File: config.mk
export PLATFORM = sky130hd
export DESIGN_NAME = tx_seq_frp_insert_flat
export DESIGN_NICKNAME = d
export VERILOG_FILES = /design/src/rtl/tx_seq_frp_insert_pkg.sv /design/src/rtl/tx_seq_frp_insert_if.sv /design/src/rtl/tx_seq_frp_insert_tail_field_calc.sv /design/src/rtl/tx_seq_frp_insert.sv /design/src/flat_wrapper.sv
export SDC_FILE = /design/constraint.sdc
export NUM_CORES = 1
export LEC_CHECK = 0
export BUFFER_PORTS_ARGS = -buffer_cell sky130_fd_sc_hd__buf_2
export CAP_MARGIN = 15
export CORE_AREA = 2 2 423 425
export CTS_CLUSTER_SIZE = 30
export DETAILED_ROUTE_END_ITERATION = 7
export DIE_AREA = 0 0 425 427
export PLACE_DENSITY = 0.36
export SLEW_MARGIN = 20
export SYNTH_ARGS = -nofsm -noshare
export SYNTH_HDL_FRONTEND = slang
export SYNTH_SLANG_ARGS = --single-unit
File: constraint.sdc
create_clock -name clk -period 20.4 [get_ports clk]
set_input_delay 4.08 -clock clk [delete_from_list [all_inputs] [get_ports clk]]
set_output_delay 4.08 -clock clk [all_outputs]
set_load 0.05 [all_outputs]
File: src/rtl/tx_seq_frp_insert_pkg.sv
// tx_seq_frp_insert_pkg: shared word geometry, tail link field layout and flow command helpers
package tx_seq_frp_insert_pkg;
    localparam int LOG_FPW   = 2;
    localparam int FPW       = 1 << LOG_FPW;
    localparam int FLIT_W    = 128;
    localparam int DWIDTH    = FPW * FLIT_W;
    localparam int RRP_LO    = 64;
    localparam int FRP_LO    = 72;
    localparam int SEQ_LO    = 80;
    localparam int RTC_LO    = 91;
    localparam int RTC_MAX   = 31;
    localparam int TOK_CNT_W = 10;
    localparam logic [5:0] CMD_PRET  = 6'h01;
    localparam logic [5:0] CMD_IRTRY = 6'h03;

    typedef logic [FLIT_W-1:0] flit_t;

    typedef struct packed {
        logic [7:0] rrp;
        logic [7:0] frp;
        logic [2:0] seq;
        logic [4:0] rtc;
    } tail_fld_t;

    function automatic logic [5:0] cmd(input flit_t f);
        return f[5:0];
    endfunction

    function automatic logic is_flow(input flit_t f);
        return cmd(f) == CMD_PRET || cmd(f) == CMD_IRTRY;
    endfunction

    function automatic flit_t ins_fields(input flit_t f, input tail_fld_t t);
        flit_t r;
        r = f;
        r[RRP_LO +: 8] = t.rrp;
        r[FRP_LO +: 8] = t.frp;
        r[SEQ_LO +: 3] = t.seq;
        r[RTC_LO +: 5] = t.rtc;
        return r;
    endfunction
endpackage

File: src/rtl/tx_seq_frp_insert_if.sv
// tx_seq_frp_insert_if: FPW-flit word bus (per-flit valid/header/tail flags plus data)
interface tx_seq_frp_insert_if;
    import tx_seq_frp_insert_pkg::*;
    logic [FPW-1:0]    valid;
    logic [FPW-1:0]    hdr;
    logic [FPW-1:0]    tail;
    logic [DWIDTH-1:0] data;
    modport master (output valid, hdr, tail, data);
    modport slave  (input  valid, hdr, tail, data);
endinterface

File: src/rtl/tx_seq_frp_insert_tail_field_calc.sv
// tx_tail_field_calc: ascending prefix walk over the word assigning SEQ/FRP/RTC to each tail
module tx_tail_field_calc import tx_seq_frp_insert_pkg::*; (
    input  logic [FPW-1:0]       valid_i,
    input  logic [FPW-1:0]       hdr_i,
    input  logic [FPW-1:0]       tail_i,
    input  logic [FPW-1:0]       flow_i,
    input  logic                 in_flow_i,
    input  logic [2:0]           seq_cnt_i,
    input  logic [7:0]           frp_ptr_i,
    input  logic [7:0]           rrp_i,
    input  logic [TOK_CNT_W-1:0] tok_cnt_i,
    output logic [FPW-1:0]       rb_we_o,
    output logic [FPW-1:0]       ins_o,
    output tail_fld_t            fld_o [FPW],
    output logic                 in_flow_o,
    output logic [2:0]           seq_cnt_o,
    output logic [7:0]           frp_ptr_o,
    output logic [TOK_CNT_W-1:0] rtc_sum_o
);
    logic                 open;
    logic                 flow_hdr;
    logic                 nf;
    logic [4:0]           rtc;
    logic [TOK_CNT_W-1:0] avail;

    // A valid flit belongs to a non-flow packet if it opens one or continues an open one.
    always_comb begin
        open      = in_flow_i;
        seq_cnt_o = seq_cnt_i;
        frp_ptr_o = frp_ptr_i;
        avail     = tok_cnt_i;
        rtc_sum_o = '0;
        rb_we_o   = '0;
        ins_o     = '0;
        flow_hdr  = 1'b0;
        nf        = 1'b0;
        rtc       = '0;
        for (int f = 0; f < FPW; f++) begin
            flow_hdr   = valid_i[f] & hdr_i[f] & flow_i[f];
            nf         = valid_i[f] & ~flow_hdr & (hdr_i[f] | open);
            rtc        = (avail > TOK_CNT_W'(RTC_MAX)) ? 5'(RTC_MAX) : avail[4:0];
            fld_o[f]   = '{rrp: rrp_i,
                           frp: nf ? frp_ptr_o : 8'h0,
                           seq: nf ? seq_cnt_o : 3'h0,
                           rtc: nf ? rtc : 5'h0};
            rb_we_o[f] = nf;
            ins_o[f]   = flow_hdr | (nf & tail_i[f]);
            if (nf & tail_i[f]) begin
                seq_cnt_o = seq_cnt_o + 3'd1;
                avail     = avail - TOK_CNT_W'(rtc);
                rtc_sum_o = rtc_sum_o + TOK_CNT_W'(rtc);
            end
            if (nf) begin
                frp_ptr_o = frp_ptr_o + 8'd1;
                open      = ~tail_i[f];
            end
        end
        in_flow_o = open;
    end
endmodule

File: src/rtl/tx_seq_frp_insert.sv
// tx_seq_frp_insert: inserts RRP/FRP/SEQ/RTC into tail flits and drives retry-buffer write strobes
module tx_seq_frp_insert import tx_seq_frp_insert_pkg::*; (
    input  logic                 clk,
    input  logic                 res_n,
    tx_seq_frp_insert_if.slave   d_in,
    tx_seq_frp_insert_if.master  d_out,
    input  logic [7:0]           rrp_in,
    input  logic [7:0]           tokens_in,
    output logic [FPW-1:0]       rb_we,
    output logic [7:0]           rb_base_addr,
    output logic [TOK_CNT_W-1:0] tokens_pending
);
    logic [2:0]           seq_cnt_q, seq_cnt_d;
    logic [7:0]           frp_ptr_q, frp_ptr_d;
    logic [TOK_CNT_W-1:0] tok_cnt_q, tok_cnt_d;
    logic                 in_flow_q, in_flow_d;
    logic [7:0]           rrp_q;
    logic [FPW-1:0]       flow, ins, we_d;
    tail_fld_t            fld [FPW];
    logic [TOK_CNT_W-1:0] rtc_sum;
    logic [TOK_CNT_W:0]   tok_sum;
    logic [DWIDTH-1:0]    data_d;

    always_comb begin
        for (int f = 0; f < FPW; f++) flow[f] = is_flow(d_in.data[f*FLIT_W +: FLIT_W]);
    end

    tx_tail_field_calc u_calc (
        .valid_i   (d_in.valid),
        .hdr_i     (d_in.hdr),
        .tail_i    (d_in.tail),
        .flow_i    (flow),
        .in_flow_i (in_flow_q),
        .seq_cnt_i (seq_cnt_q),
        .frp_ptr_i (frp_ptr_q),
        .rrp_i     (rrp_q),
        .tok_cnt_i (tok_cnt_q),
        .rb_we_o   (we_d),
        .ins_o     (ins),
        .fld_o     (fld),
        .in_flow_o (in_flow_d),
        .seq_cnt_o (seq_cnt_d),
        .frp_ptr_o (frp_ptr_d),
        .rtc_sum_o (rtc_sum)
    );

    always_comb begin
        for (int f = 0; f < FPW; f++)
            data_d[f*FLIT_W +: FLIT_W] = ins[f] ? ins_fields(d_in.data[f*FLIT_W +: FLIT_W], fld[f])
                                                : d_in.data[f*FLIT_W +: FLIT_W];
    end

    // Returned RTC never exceeds tok_cnt_q, so the sum stays non-negative; only the upper bound saturates.
    assign tok_sum   = {1'b0, tok_cnt_q} - {1'b0, rtc_sum} + {3'b0, tokens_in};
    assign tok_cnt_d = tok_sum[TOK_CNT_W] ? '1 : tok_sum[TOK_CNT_W-1:0];

    assign tokens_pending = tok_cnt_q;

    always_ff @(posedge clk or negedge res_n) begin
        if (!res_n) begin
            seq_cnt_q    <= '0;
            frp_ptr_q    <= '0;
            tok_cnt_q    <= '0;
            in_flow_q    <= 1'b0;
            rrp_q        <= '0;
            d_out.valid  <= '0;
            d_out.hdr    <= '0;
            d_out.tail   <= '0;
            d_out.data   <= '0;
            rb_we        <= '0;
            rb_base_addr <= '0;
        end else begin
            seq_cnt_q    <= seq_cnt_d;
            frp_ptr_q    <= frp_ptr_d;
            tok_cnt_q    <= tok_cnt_d;
            in_flow_q    <= in_flow_d;
            rrp_q        <= rrp_in;
            d_out.valid  <= d_in.valid;
            d_out.hdr    <= d_in.hdr;
            d_out.tail   <= d_in.tail;
            d_out.data   <= data_d;
            rb_we        <= we_d;
            rb_base_addr <= frp_ptr_q;
        end
    end
endmodule

File: src/flat_wrapper.sv
// flat-port wrapper written by rule: the top's interface ports become plain ports
module tx_seq_frp_insert_flat import tx_seq_frp_insert_pkg::*;
  (clk, res_n, rrp_in, tokens_in, rb_we, rb_base_addr, tokens_pending, d_in_valid, d_in_hdr, d_in_tail, d_in_data, d_out_valid, d_out_hdr, d_out_tail, d_out_data);
  tx_seq_frp_insert_if d_in_i ();
  tx_seq_frp_insert_if d_out_i ();
  input  logic clk;
  input  logic res_n;
  input  logic [7:0] rrp_in;
  input  logic [7:0] tokens_in;
  output logic [FPW-1:0] rb_we;
  output logic [7:0] rb_base_addr;
  output logic [TOK_CNT_W-1:0] tokens_pending;
  input wire logic [$bits(d_in_i.valid)-1:0] d_in_valid;
  input wire logic [$bits(d_in_i.hdr)-1:0] d_in_hdr;
  input wire logic [$bits(d_in_i.tail)-1:0] d_in_tail;
  input wire logic [$bits(d_in_i.data)-1:0] d_in_data;
  output wire logic [$bits(d_out_i.valid)-1:0] d_out_valid;
  output wire logic [$bits(d_out_i.hdr)-1:0] d_out_hdr;
  output wire logic [$bits(d_out_i.tail)-1:0] d_out_tail;
  output wire logic [$bits(d_out_i.data)-1:0] d_out_data;
  assign d_in_i.valid = d_in_valid;
  assign d_in_i.hdr = d_in_hdr;
  assign d_in_i.tail = d_in_tail;
  assign d_in_i.data = d_in_data;
  assign d_out_valid = d_out_i.valid;
  assign d_out_hdr = d_out_i.hdr;
  assign d_out_tail = d_out_i.tail;
  assign d_out_data = d_out_i.data;
  tx_seq_frp_insert u_core (.clk(clk), .res_n(res_n), .d_in(d_in_i), .d_out(d_out_i), .rrp_in(rrp_in), .tokens_in(tokens_in), .rb_we(rb_we), .rb_base_addr(rb_base_addr), .tokens_pending(tokens_pending));
endmodule
# Word-level counts from Yosys, hierarchy flattened
# Cells that the tools add are included.
word_totals:
  out_inout_bits: 546
  regBits: 566
  input_bits: 542
op_classes:
  eq_ne: 8
  bitwise: 36
  n_lt_le_gt_ge: 4
  muxes: 40
  reduce_logical: 4
  add_sub_neg: 16
op_table:
  columns: ["cell", "count"]
  rows:
  - ["96-bit two-way mux", 4]
  - ["10-bit two-way mux", 7]
  - ["8-bit two-way mux", 8]
  - ["5-bit two-way mux", 9]
  - ["10-bit by 5-bit greater-than comparator with 1-bit output, second input constant", 4]
  - ["8-bit by 1-bit adder with 8-bit output, second input constant", 4]
  - ["10-bit by 5-bit adder with 10-bit output", 3]
  - ["10-bit by 5-bit subtractor with 10-bit output", 3]
  - ["6-bit by 1-bit == test with 1-bit output, second input constant", 4]
  - ["6-bit by 2-bit == test with 1-bit output, second input constant", 4]
  - ["3-bit two-way mux", 8]
  - ["1-bit AND", 20]
  - ["3-bit by 1-bit adder with 3-bit output, second input constant", 4]
  - ["11-bit by 8-bit adder with 11-bit output", 1]
  - ["10-bit by 10-bit subtractor with 11-bit output", 1]
  - ["1-bit NOT", 8]
  - ["1-bit OR", 8]
  - ["1-bit logical OR", 4]
  - ["1-bit two-way mux", 4]

# Longest topological paths before layout
# Gate-level depths: netlist (run 1).
logic_depth:
  word_depth: 23
  ltp_mapped: 46
  ltp_nobuf: 41

# Modules after synthesis
# From an unflattened synthesis (run 1), not the netlist that was laid out.
hier_totals:
  hier_cells: 1331
  hier_area_um2: 19755.2
by_module_without_submodules:
  columns: ["module", "instances", "seq_area_each_um2", "area_per_inst_um2", "cells_per_inst"]
  rows:
  - ["tx_seq_frp_insert", 1, 14163.6, 16191.8, 796]
  - ["tx_tail_field_calc", 1, 0.0, 3563.4, 535]

# Worst setup path before layout (run 1)
# Ideal clock, no wire load.
synth_path:
  path_kind: "input to register"
  start: "in d_in_data[3]"
  end: "reg u_core.tok_cnt_q[4] (netlist: u_core.tokens_pending[4])"
  required_time_ns: 20.243
  path_buffers: 4
  slack_ns: 8.550
  stages: 37
  t_arrival_ns: 11.693
  cell_sequence: "or3b_1 o21ai_2 buf_6 nor4_1 a2111o_1 or3_1 buf_6 nand2_1 ha_1 clkbuf_1 nand3_1 a21o_1 a31oi_2 buf_4 nand2b_1 ha_1 nor2_1 a2111o_1 nor3_4 nand2_1 ha_1 fa_1 xor2_1 mux2_2 fa_1 inv_1 ha_1 nor2b_1 o21ai_0 a21boi_0 o21ai_0 a21boi_0 o21a_1 o21ai_0 a21oi_1 o21ai_1 o211ai_1"
synth_via:
  elab_chain_cells: 23
  word_cells_on_any_way: 41
  cone_classes: "add/sub (7); order compare (3); eq/ne (2); mux (14); bitwise (14); reduce/logical (1)"
synth_rtl:
  columns: ["item", "line_no", "rtl"]
  rows:
  - ["from (decl)", "flat_wrapper.sv:16", "input wire logic [$bits(d_in_i.data)-1:0] d_in_data;"]
  - ["6-bit by 1-bit == test with 1-bit output / 6-bit by 2-bit == test with 1-bit output (equally long branches)", "tx_seq_frp_insert_pkg.sv:30", "return cmd(f) == CMD_PRET || cmd(f) == CMD_IRTRY;"]
  - ["1-bit logical OR *", "tx_seq_frp_insert_pkg.sv:30", null]
  - ["1-bit AND *", "tx_seq_frp_insert_tail_field_calc.sv:39", "flow_hdr = valid_i[f] & hdr_i[f] & flow_i[f];"]
  - ["1-bit NOT *", "tx_seq_frp_insert_tail_field_calc.sv:40", "nf = valid_i[f] & ~flow_hdr & (hdr_i[f] | open);"]
  - ["1-bit AND * (2 in series)", "tx_seq_frp_insert_tail_field_calc.sv:40", null]
  - ["1-bit AND", "tx_seq_frp_insert_tail_field_calc.sv:48", "if (nf & tail_i[f]) begin"]
  - ["10-bit two-way mux", "tx_seq_frp_insert_tail_field_calc.sv:48", null]
  - ["10-bit by 5-bit greater-than comparator with 1-bit output", "tx_seq_frp_insert_tail_field_calc.sv:41", "rtc = (avail > TOK_CNT_W'(RTC_MAX)) ? 5'(RTC_MAX) : avail[4:0];"]
  - ["[... 7 more ...]", null, null]
  - ["10-bit by 5-bit greater-than comparator with 1-bit output", "tx_seq_frp_insert_tail_field_calc.sv:41", null]
  - ["5-bit two-way mux", "tx_seq_frp_insert_tail_field_calc.sv:41", null]
  - ["10-bit by 5-bit adder with 10-bit output", "tx_seq_frp_insert_tail_field_calc.sv:51", "rtc_sum_o = rtc_sum_o + TOK_CNT_W'(rtc);"]
  - ["10-bit two-way mux *", "tx_seq_frp_insert_tail_field_calc.sv:48", null]
  - ["10-bit by 10-bit subtractor with 11-bit output *", "tx_seq_frp_insert.sv:54", "assign tok_sum = {1'b0, tok_cnt_q} - {1'b0, rtc_sum} + {3'b0, tokens_in};"]
  - ["11-bit by 8-bit adder with 11-bit output *", "tx_seq_frp_insert.sv:54", null]
  - ["10-bit two-way mux *", "tx_seq_frp_insert.sv:55", "assign tok_cnt_d = tok_sum[TOK_CNT_W] ? '1 : tok_sum[TOK_CNT_W-1:0];"]
  - ["net u_core.tok_cnt_d[4]", "tx_seq_frp_insert.sv:15", "logic [TOK_CNT_W-1:0] tok_cnt_q, tok_cnt_d;"]
  - ["to (signal assigned)", "tx_seq_frp_insert.sv:75", "tok_cnt_q <= tok_cnt_d;"]
  - ["to (decl)", "tx_seq_frp_insert.sv:15", null]
# The timed path passes the listed nets; every way through them passes the cells marked *.

# Final worst setup path (run 1)
# Ends and elaborated chain as after synthesis.

==> results of run 1 <==
==> Yosys cell counts (8+ instances only) <==
| master | number | area [µm²] |
|---|---|---|
| nand2_1 | 90 | 337.8 |
| xnor2_1 | 25 | 219.0 |
| ha_1 | 42 | 525.5 |
| inv_1 | 32 | 120.1 |
| nor3_1 | 11 | 55.05 |
| nand4_1 | 9 | 56.30 |
| dfrtp_1 | 566 | 14160 |
| nor2_1 | 38 | 142.6 |
| a21oi_1 | 34 | 170.2 |
| nor4_1 | 8 | 50.05 |
| mux2i_1 | 9 | 90.09 |
| a22o_1 | 23 | 201.4 |
| fa_1 | 11 | 220.2 |
| a31oi_1 | 9 | 56.30 |
| nand2b_1 | 9 | 56.30 |
| xor2_1 | 25 | 219.0 |
| a21o_1 | 11 | 82.58 |
| mux2_2 | 42 | 473.0 |
| o21ai_0 | 58 | 290.3 |
| nand3_1 | 29 | 145.1 |
| clkbuf_1 | 24 | 90.09 |
| and2_1 | 9 | 56.30 |
==> worst max-delay path by stage <==
stage	startpoint	to	slack (ps)	cells after the start
after floorplan	d_in_data[3]	u_core.tokens_pending[4]$_DFF_PN0_	8550	37
after global placement	d_in_data[3]	u_core.tokens_pending[6]$_DFF_PN0_	7130	34
after detailed placement	d_in_data[3]	u_core.tokens_pending[4]$_DFF_PN0_	7050	34
after CTS	d_in_data[3]	u_core.tokens_pending[4]$_DFF_PN0_	7790	34
after global routing	d_in_data[3]	u_core.tokens_pending[6]$_DFF_PN0_	6920	34
final	d_in_data[3]	u_core.tokens_pending[4]$_DFF_PN0_	7830	34
==> report_power, final <==
| part | switching, mW | internal, mW | total [mW] |
|---|---|---|---|
| Clock | 0.531 | 0.750 | 1.28 |
| Combinational | 0.756 | 0.294 | 1.05 |
| Sequential | 0.0755 | 1.22 | 1.29 |
| Total | 1.36 | 2.26 | 3.62 |
==> cells by family (layout without fill, tap and decap cells) <==
family,Yosys count,after routing
xor+xnor,50,50
mux,52,52
simple gates,254,254
fa+ha+maj,53,53
compound gates,196,196
flops,566,566
buf+inv,66,1268
other cells,0,8
==> stage by stage <==
step / hold WS (ps) / power [mW]
floorplan: 392.9 / 1.946
global placement: 500.1 / 2.396
detailed placement: 501.2 / 2.390
global route: 530.9 / 3.816
CTS: 521.5 / 3.708
finish: 519.8 / 3.625
==> layer usage <==
| layer | vias to the layer above | wire length (µm) | GRT usage, % |
|---|---|---|---|
| met5 | - | 233 | 0 |
| met4 | 36 | 5299 | 5.940 |
| met3 | 225 | 9515 | 4.321 |
| met2 | 679 | 75270 | 27.65 |
| met1 | 7640 | 40550 | 12.58 |
| li1 | 6562 | - | - |
==> worst max-delay path, delay by kind of cell <==
| kind | cells | cell delay, ps |
|---|---|---|
| AO/OA/AOI/OAI | 14 | 3890 |
| AND/OR/NAND/NOR | 10 | 2370 |
| adder cells (fa/ha/maj) | 6 | 2090 |
| multiplexers | 1 | 280 |
| buffers and inverters | 2 | 160 |
| XOR/XNOR | 1 | 150 |
==> sequential cells by signal, summed over array words and instances, names as in the netlist <==
name,flops
u_core.d_out.data,512
u_core.d_out.valid,4
u_core.in_flow_q,1
u_core.d_out.tail,4
u_core.seq_cnt_q,3
u_core.rb_we,4
u_core.d_out.hdr,4
u_core.tokens_pending,10
u_core.rb_base_addr,8
u_core.frp_ptr_q,8
u_core.rrp_q,8
==> cells in the final DEF (no fill, tap or decap), types with 13 or more instances in the layout <==
cell,n
a21oi_1,34
dfrtp_1,566
a22o_1,23
nand3_1,29
ha_1,42
o21ai_0,58
xor2_1,25
inv_1,32
clkbuf_8,13
buf_2,1086
xnor2_1,25
mux2_2,42
nand2_1,90
buf_4,30
nor2_1,37
clkbuf_16,71
==> final cells by class <==
class	instances	area share, %
flip-flops and latches	566	47.70
repair buffers	1117	19.11
multi-input cells	605	15.06
well taps	2355	9.923
clock buffers	94	6.712
clock inverters	25	1.028
inverters	32	0.4045
diodes	8	0.06742
==> key figures, run 1 <==
Placed design
  • RD Place Congestion: 0.8586
  • Dpl ws: 7051 ps
  • Placed cell areas: 27380 µm²
  • PortBufs: 1087
  • Post-detail-place hpwl: 111.3 mm
  • Placed instance count: 4675

Timing
  • Worst slew pin tran: 1068 ps
  • Slew HR: 28.35%
  • Final setup fails: 0
  • F_max: 79.54 MHz
  • Total negative setup slack: 0 ps
  • Max-slew violations: 0
  • Setup repair after global routing missed its margin: false
  • Fin crit share: 61.63%
  • Clock Skews: 44.97 ps
  • Final worst slack: 7828 ps
  • Final period demand of the worst path: 12570 ps
  • Fin. Hold Viols: 0

Drt
  • First drt pass iteration count: 5
  • Drt via density: 3.153
  • Via count: 15.14k
  • DR DRC count: 0
  • Drt total wl: 130.9 mm
  • Post-route ant nets: 0
  • Routed wire length per instance: 27.25 µm
  • DR iter-0 viols: 971

Critical path
  • Critical setup path kind: primary input to flip-flop
  • WP data required: 20900 ps
  • Worst R2R Start: u_core.tokens_pending[8]$_DFF_PN0_
  • FF-to-FF path depth: 38
  • R2R Path End: u_core.tokens_pending[4]$_DFF_PN0_
  • CP max stage cell: or3b_1
  • Crit. End Element: flip-flop
  • Max incr delay on CP: 550 ps
  • Worst Setup Start Kind: primary input
  • R2r setup slk: 10350 ps
  • Crit-path max FO: 14
  • Critical Path AT: 13070 ps
  • Cell mode on critical path: ha_1

CTS
  • Clock Tree Root: clkbuf_16
  • Clock sinks: 566
  • CTS Hold Bufs: 0
  • Worst-skew pair later-pin latency: 670 ps
  • Clock slew at reported path FFs: 60 ps
  • Num CTS Buffers: 71
  • CTS tree: built
  • Cts repair resizes: 0
  • Setup Fix Bufs, Post-CTS: 0
  • Longest Clk Path Bufs: 3
  • H-tree depth: 3

Hold path
  • Worst hold path class: flip-flop to flip-flop
  • Hold Crit Start: u_core.frp_ptr_q[7]$_DFF_PN0_
  • Min-Delay Endpoint: u_core.rb_base_addr[7]$_DFF_PN0_
  • Worst Hold Depth: 0

Logic synthesis
  • Ys async rst share: 100.0%
  • Top FF cell, synth: dfrtp_1
  • Synth Area in Simple Gates: 6.928%
  • Syn Area/Cell: 15.23 µm²
  • Post-synth EDFFs: 0
  • Register area share after synthesis: 75.20%
  • Mapped Cells: 1237
  • Synth Area in Adders: 3.959%
  • Synthesized area: 18840 µm²
  • Mux share of post-synthesis cell area: 3.049%
  • XOR/XNOR share of the synthesized area: 2.325%
  • Compound-Gate Fraction of Synth Area: 7.075%
  • Syn Nets: 1832
  • Yosys warning total: 0
  • Post-synthesis register bit count: 566
  • Main combinational cell family by area after synthesis: compound AO/OA/AOI/OAI gates
  • Count of different cell masters after synthesis: 83

GRT
  • Total track usage: 13.83%
  • Initial antenna violation count: 70
  • Vias in the first global route: 15.47k
  • Total grt overflow: 0
  • First-pass GRT wire length: 162.0 mm
  • Largest net degree at the start of global routing: 76

Die
  • Total die area: 181500 µm²
  • Io pins: 1088
  • CORE AREA: 177300 µm²
  • Die X-Extent: 425 µm
  • Die height: 427 µm
  • Initial core utilization: 10.63%
  • Row cnt: 155

Layout
  • Fin nets: 2988
  • Area delta synth->final: 57.65%
  • Sequential Area: 14160 µm²
  • Post-Layout Cell Count: 4802
  • Finished Core Util: 16.75%
  • Area of the multi-input gates: 4471 µm²
  • Cell area after layout: 29690 µm²
  • Share of cells above drive strength 1: 53.14%
  • Fillers: 19.80k

Power
  • Peak VDD IR: 0.04783 mV
  • Power Density: 122.1 nW/µm²
  • Leakage power: 14.03 nW

Run status
  • Status: complete, no violations

Job
  • Total of max-cap violations: 0
(Power assumes the default switching activity.)
==> run 2: changes to the inputs <==
--- a/config.mk
+++ b/config.mk
@@ -7,10 +7,10 @@
 export LEC_CHECK = 0
 export BUFFER_PORTS_ARGS = -buffer_cell sky130_fd_sc_hd__buf_2
 export CAP_MARGIN = 15
-export CORE_AREA = 2 2 423 425
+export CORE_AREA = 2 2 424 426
 export CTS_CLUSTER_SIZE = 30
 export DETAILED_ROUTE_END_ITERATION = 7
-export DIE_AREA = 0 0 425 427
+export DIE_AREA = 0 0 426 428
 export PLACE_DENSITY = 0.36
 export SLEW_MARGIN = 20
 export SYNTH_ARGS = -nofsm -noshare
==> constraint.sdc (replaced) <==
create_clock -name clk -period 12.3 [get_ports clk]
set_input_delay 2.46 -clock clk [delete_from_list [all_inputs] [get_ports clk]]
set_output_delay 2.46 -clock clk [all_outputs]
set_load 0.05 [all_outputs]
==> run 2 against run 1 <==
Routed wire length increased by 2.8%. First-iteration DRC count decreased by 20%. Clock power increased by 71%. Clock skew decreased by 7.7 ps. Die area increased by 0.47%. Non-clock buffer count decreased by 7. Cell area increased by 0.39%. Flip-flop and latch count unchanged. Highest routed layer unchanged.
==> key figures, run 2 (same netlist as run 1, synthesis figures left out) <==
Layout
  • Most frequent cells in the layout: 1086 x buf_2, 566 x dfrtp_1, 90 x nand2_1
  • Largest reg by FF count: u_core.d_out.data
  • Share of cells above drive strength 1: 53.11%
  • Fin nets: 2982
  • Area delta synth->final: 58.26%
  • Most common cell after layout, fill and taps aside: buf_2
  • Fillers: 19.90k
  • Max reg flops: 512

Die
  • Die height: 428 µm
  • CORE AREA: 177600 µm²
  • Io pins: 1088
  • Initial core utilization: 10.60%
  • Row cnt: 155
  • Total die area: 182300 µm²
  • Die X-Extent: 426 µm

Timing
  • F_max: 92.24 MHz
  • Final setup fails: 0
  • Final period demand of the worst path: 10840 ps
  • Total negative setup slack: 0 ps
  • Fin crit share: 88.14%
  • Setup repair after global routing missed its margin: false
  • Max-slew violations: 0
  • Worst slew pin tran: 1073 ps
  • Fin. Hold Viols: 0
  • Final worst slack: 1459 ps
  • Slew HR: 28.20%
  • Clock Skews: 37.28 ps

Placed design
  • PortBufs: 1087
  • RD Place Congestion: 0.8856
  • Dpl ws: 882.1 ps
  • Post-detail-place hpwl: 113.9 mm

GRT
  • Initial antenna violation count: 70
  • Total track usage: 14.33%
  • First-pass GRT wire length: 168.1 mm
  • Largest net degree at the start of global routing: 144
  • Vias in the first global route: 16.00k
  • Total grt overflow: 0

CTS
  • H-tree depth: 3
  • Cts repair resizes: 0
  • Clock sinks: 566
  • Clock Tree Root: clkbuf_16
  • CTS Hold Bufs: 0
  • Setup Fix Bufs, Post-CTS: 0
  • Longest Clk Path Bufs: 3
  • CTS tree: built
  • Num CTS Buffers: 72
  • Clock slew at reported path FFs: 60 ps
  • Worst-skew pair later-pin latency: 680 ps

Power
  • Peak VDD IR: 0.09917 mV
  • Sequential share of power: 35.4%
  • Leakage power: 14.05 nW
  • Internal Power: 3.754 mW
  • Logic pwr share: 28.5%
  • Switching power: 2.324 mW
  • Clk network pwr share: 36.0%
  • Sw frac: 38.23%
  • Power Density: 203.9 nW/µm²

Critical path
  • Crit. End Element: flip-flop
  • CP max stage cell: or3_1
  • Worst Path Buf+Inv: 2
  • Critical Path AT: 11330 ps
  • Cell mode on critical path: ha_1
  • Crit-path max FO: 13
  • Worst Setup Start Kind: primary input
  • Family with the most delay on the worst path: compound AO/OA/AOI/OAI gates
  • Max incr delay on CP: 570 ps
  • WP data required: 12790 ps
  • Critical setup path kind: primary input to flip-flop

Hold path
  • Worst hold path class: flip-flop to flip-flop

Drt
  • Routed wire length per instance: 27.93 µm
  • First drt pass iteration count: 5
  • Via count: 15.19k
  • DR DRC count: 0
  • Drt total wl: 134.6 mm
  • Drt via density: 3.154
  • Post-route ant nets: 0
  • DR iter-0 viols: 776

Run status
  • Status: complete, no violations

Job
  • Total of max-cap violations: 0
==> run 2: cell types whose count changed in the layout (fill, tap and decap cells not counted), moves of 2 or more <==
cell / before / now
clkinv_4: 2 / 4
clkinv_2: 9 / 13
buf_4: 30 / 20
clkbuf_8: 13 / 9
diode_2: 8 / 20
clkbuf_1: 10 / 13
buf_12: 0 / 3
inv_16: 0 / 3
clkinvlp_4: 3 / 5
==> run 2: worst paths after layout <==
kind,slack (ps),end,depth (start not counted),startpoint
max reg2reg,2270,u_core.tokens_pending[6]$_DFF_PN0_,38,u_core.tokens_pending[8]$_DFF_PN0_
min in group asynchronous,1760,u_core.d_out.data[471]$_DFF_PN0_,1,res_n
max in group asynchronous,8490,u_core.d_out.data[359]$_DFF_PN0_,3,res_n
min,450,u_core.rb_base_addr[7]$_DFF_PN0_,0,u_core.frp_ptr_q[7]$_DFF_PN0_
max,1460,u_core.tokens_pending[6]$_DFF_PN0_,34,d_in_data[3]
min reg2reg,450,u_core.rb_base_addr[7]$_DFF_PN0_,0,u_core.frp_ptr_q[7]$_DFF_PN0_
==> run 2: through the flow <==
| step | utilization, % | power [mW] | std cells | cell area [µm²] | hold WS [ps] |
|---|---|---|---|---|---|
| global placement | 15.40 | 3.969 | 4668 | 27370 | 449.2 |
| floorplan | - | 3.227 | 1237 | 18840 | 392.9 |
| finish | 16.78 | 6.078 | 4817 | 29810 | 452.2 |
| CTS | 16.75 | 6.231 | 4797 | 29760 | 452.4 |
| global route | 16.77 | 6.407 | 4806 | 29780 | 463.6 |
| detailed placement | 15.40 | 3.963 | 4668 | 27370 | 446.1 |
==> run 2: power by group through the flow <==
stage | Combinational [mW] | Clock, mW | Sequential [mW]
4_1_cts | 1.78 | 2.29 | 2.16
2_1_floorplan | 0.621 | 0 | 2.61
5_1_grt | 1.87 | 2.36 | 2.17
6_report | 1.73 | 2.19 | 2.15
3_3_place_gp | 1.78 | 0 | 2.19
3_5_place_dp | 1.78 | 0 | 2.19
==> run 2: area by class of cell <==
class | instances | area [µm²] | share of cell area, %
Timing Repair Buffer | 1110 | 5660 | 18.99
Sequential cell | 566 | 14160 | 47.51
Multi-Input combinational cell | 605 | 4474 | 15.01
Antenna cell | 20 | 50.05 | 0.1679
Inverter | 32 | 120.1 | 0.4029
Clock buffer | 94 | 1974 | 6.623
Tap cell | 2355 | 2947 | 9.885
Clock inverter | 35 | 420.4 | 1.410
==> run 2: per-layer routing <==
layer / up-vias / share of wire (%) / global-route usage [%]
li1: 6584 / - / -
met2: 669 / 58 / 29.09
met1: 7677 / 31 / 12.60
met5: - / 0.11 / 0
met4: 22 / 5.3 / 6.812
met3: 241 / 6.2 / 3.965
==> run 3: changes to the inputs <==
==> constraint.sdc (replaced) <==
create_clock -name clk -period 11.85 [get_ports clk]
set_input_delay 2.37 -clock clk [delete_from_list [all_inputs] [get_ports clk]]
set_output_delay 2.37 -clock clk [all_outputs]
set_load 0.05 [all_outputs]
==> run 3 against run 2 <==
Clock skew decreased by 9.9 ps. Non-clock buffer count increased by 2. Setup slack got worse by 45 ps. Count of clock-buffer cells in the layout increased by 4. Register-to-register slack got worse by 230 ps. Global-route usage increased by 0.066 points. First-iteration DRC count increased by 4.8%. Flip-flop and latch count unchanged. Utilization increased by 0.13 points. Cell count increased by 0.29%. Via count increased by 0.11%. Combinational power increased by 5%.
==> key figures, run 3 (same netlist as run 1, synthesis figures left out) <==
Run status
  • Status: complete, no violations

Timing
  • Fin. Hold Viols: 0
  • Final worst slack: 1414 ps
  • Final period demand of the worst path: 10440 ps
  • Clock Skews: 27.43 ps
  • Setup repair after global routing missed its margin: false
  • Final setup fails: 0
  • Worst slew pin tran: 1035 ps
  • Slew HR: 30.97%
  • F_max: 95.82 MHz
  • Max-slew violations: 0
  • Total negative setup slack: 0 ps
  • Fin crit share: 88.07%

Die
  • Io pins: 1088
  • Row cnt: 155
  • Initial core utilization: 10.60%
  • CORE AREA: 177600 µm²
  • Total die area: 182300 µm²
  • Die X-Extent: 426 µm
  • Die height: 428 µm

Drt
  • DR iter-0 viols: 813
  • First drt pass iteration count: 5
  • Via count: 15.21k
  • Drt total wl: 134.7 mm
  • Routed wire length per instance: 27.87 µm
  • Post-route ant nets: 0
  • DR DRC count: 0
  • Drt via density: 3.148

Layout
  • Most frequent cells in the layout: 1086 x buf_2, 566 x dfrtp_1, 90 x nand2_1
  • Post-Layout Cell Count: 4831
  • Area of the multi-input gates: 4482 µm²
  • Max reg flops: 512
  • Most common cell after layout, fill and taps aside: buf_2
  • Sequential Area: 14160 µm²
  • Share of cells above drive strength 1: 53.51%
  • Area delta synth->final: 59.46%
  • Finished Core Util: 16.91%
  • Fin nets: 2985
  • Largest reg by FF count: u_core.d_out.data
  • Fillers: 19.88k

GRT
  • Total grt overflow: 0
  • Total track usage: 14.40%
  • Initial antenna violation count: 68
  • Largest net degree at the start of global routing: 141
  • First-pass GRT wire length: 169.2 mm
  • Vias in the first global route: 16.01k

Power
  • Leakage power: 14.15 nW
  • Peak VDD IR: 0.09196 mV
  • Power Density: 215.1 nW/µm²

CTS
  • H-tree depth: 3
  • CTS Hold Bufs: 0
  • Setup Fix Bufs, Post-CTS: 0
  • Clock Tree Root: clkbuf_16
  • Worst-skew pair later-pin latency: 690 ps
  • Clock slew at reported path FFs: 60 ps
  • Longest Clk Path Bufs: 3
  • Num CTS Buffers: 73
  • Cts repair resizes: 0
  • Clock sinks: 566
  • CTS tree: built

Job
  • Total of max-cap violations: 0

Placed design
  • Post-detail-place hpwl: 114.2 mm
  • RD Place Congestion: 0.8793
  • Dpl ws: 752.0 ps
  • PortBufs: 1087
  • Placed instance count: 4670

Critical path
  • Max incr delay on CP: 560 ps
  • WP data required: 12400 ps
  • Critical Path AT: 10980 ps
  • Cell mode on critical path: ha_1
  • Crit-path max FO: 14
  • Crit. End Element: flip-flop
  • Worst Setup Start Kind: primary input
  • CP max stage cell: or3_1
  • Critical setup path kind: primary input to flip-flop

Hold path
  • Worst hold path class: flip-flop to flip-flop
[run 3: layer usage]
| metal | wire length [µm] | vias to the layer above | GRT usage (%) |
|---|---|---|---|
| met5 | 144 | - | 0 |
| met4 | 6306 | 20 | 7.206 |
| met3 | 8047 | 207 | 3.379 |
| met2 | 78570 | 657 | 29.13 |
| met1 | 41590 | 7720 | 12.97 |
| li1 | - | 6606 | - |
[run 3: critical path, delay by kind of cell]
family | cells | cell delay [ps]
AO/OA/AOI/OAI | 14 | 3540
adder cells (fa/ha/maj) | 6 | 2080
buffers and inverters | 1 | 110
AND/OR/NAND/NOR | 12 | 2680
XOR/XNOR | 1 | 170
[run 3: where the power goes]
group	internal, mW	leakage (nW)	switching (mW)
combinational	0.503	6.28	1.31
clock	1.43	1.27	0.983
sequential	2.09	6.61	0.141
[run 3: final cells by class]
cell class / count / share of cell area, %
clock buffers: 98 / 6.961
inverters: 32 / 0.3999
clock inverters: 37 / 1.679
repair buffers: 1112 / 18.85
flip-flops and latches: 566 / 47.16
diodes: 26 / 0.2166
multi-input cells: 605 / 14.92
well taps: 2355 / 9.810
[run 3: metrics by stage]
| stage | area (µm²) | total power [mW] | hold WS [ps] |
|---|---|---|---|
| after floorplan | 18840 | 3.349 | 392.9 |
| after global placement | 27370 | 4.132 | 439.0 |
| after detailed placement | 27380 | 4.125 | 431.6 |
| after CTS | 29970 | 6.610 | 445.0 |
| after global routing | 30000 | 6.796 | 456.6 |
| final | 30040 | 6.461 | 434.6 |
[run 3: final timing paths]
path                       depth (start not counted)  slack (ps)                          startpoint                            endpoint
hold / removal                                     0         430       u_core.frp_ptr_q[7]$_DFF_PN0_    u_core.rb_base_addr[7]$_DFF_PN0_
min in group asynchronous                          1        1670                               res_n    u_core.d_out.data[471]$_DFF_PN0_
max in group asynchronous                          3        8060                               res_n    u_core.d_out.data[101]$_DFF_PN0_
setup reg to reg                                  38        2040  u_core.tokens_pending[8]$_DFF_PN0_  u_core.tokens_pending[8]$_DFF_PN0_
setup / recovery                                  34        1410                        d_in_data[3]  u_core.tokens_pending[8]$_DFF_PN0_
hold reg to reg                                    0         430       u_core.frp_ptr_q[7]$_DFF_PN0_    u_core.rb_base_addr[7]$_DFF_PN0_
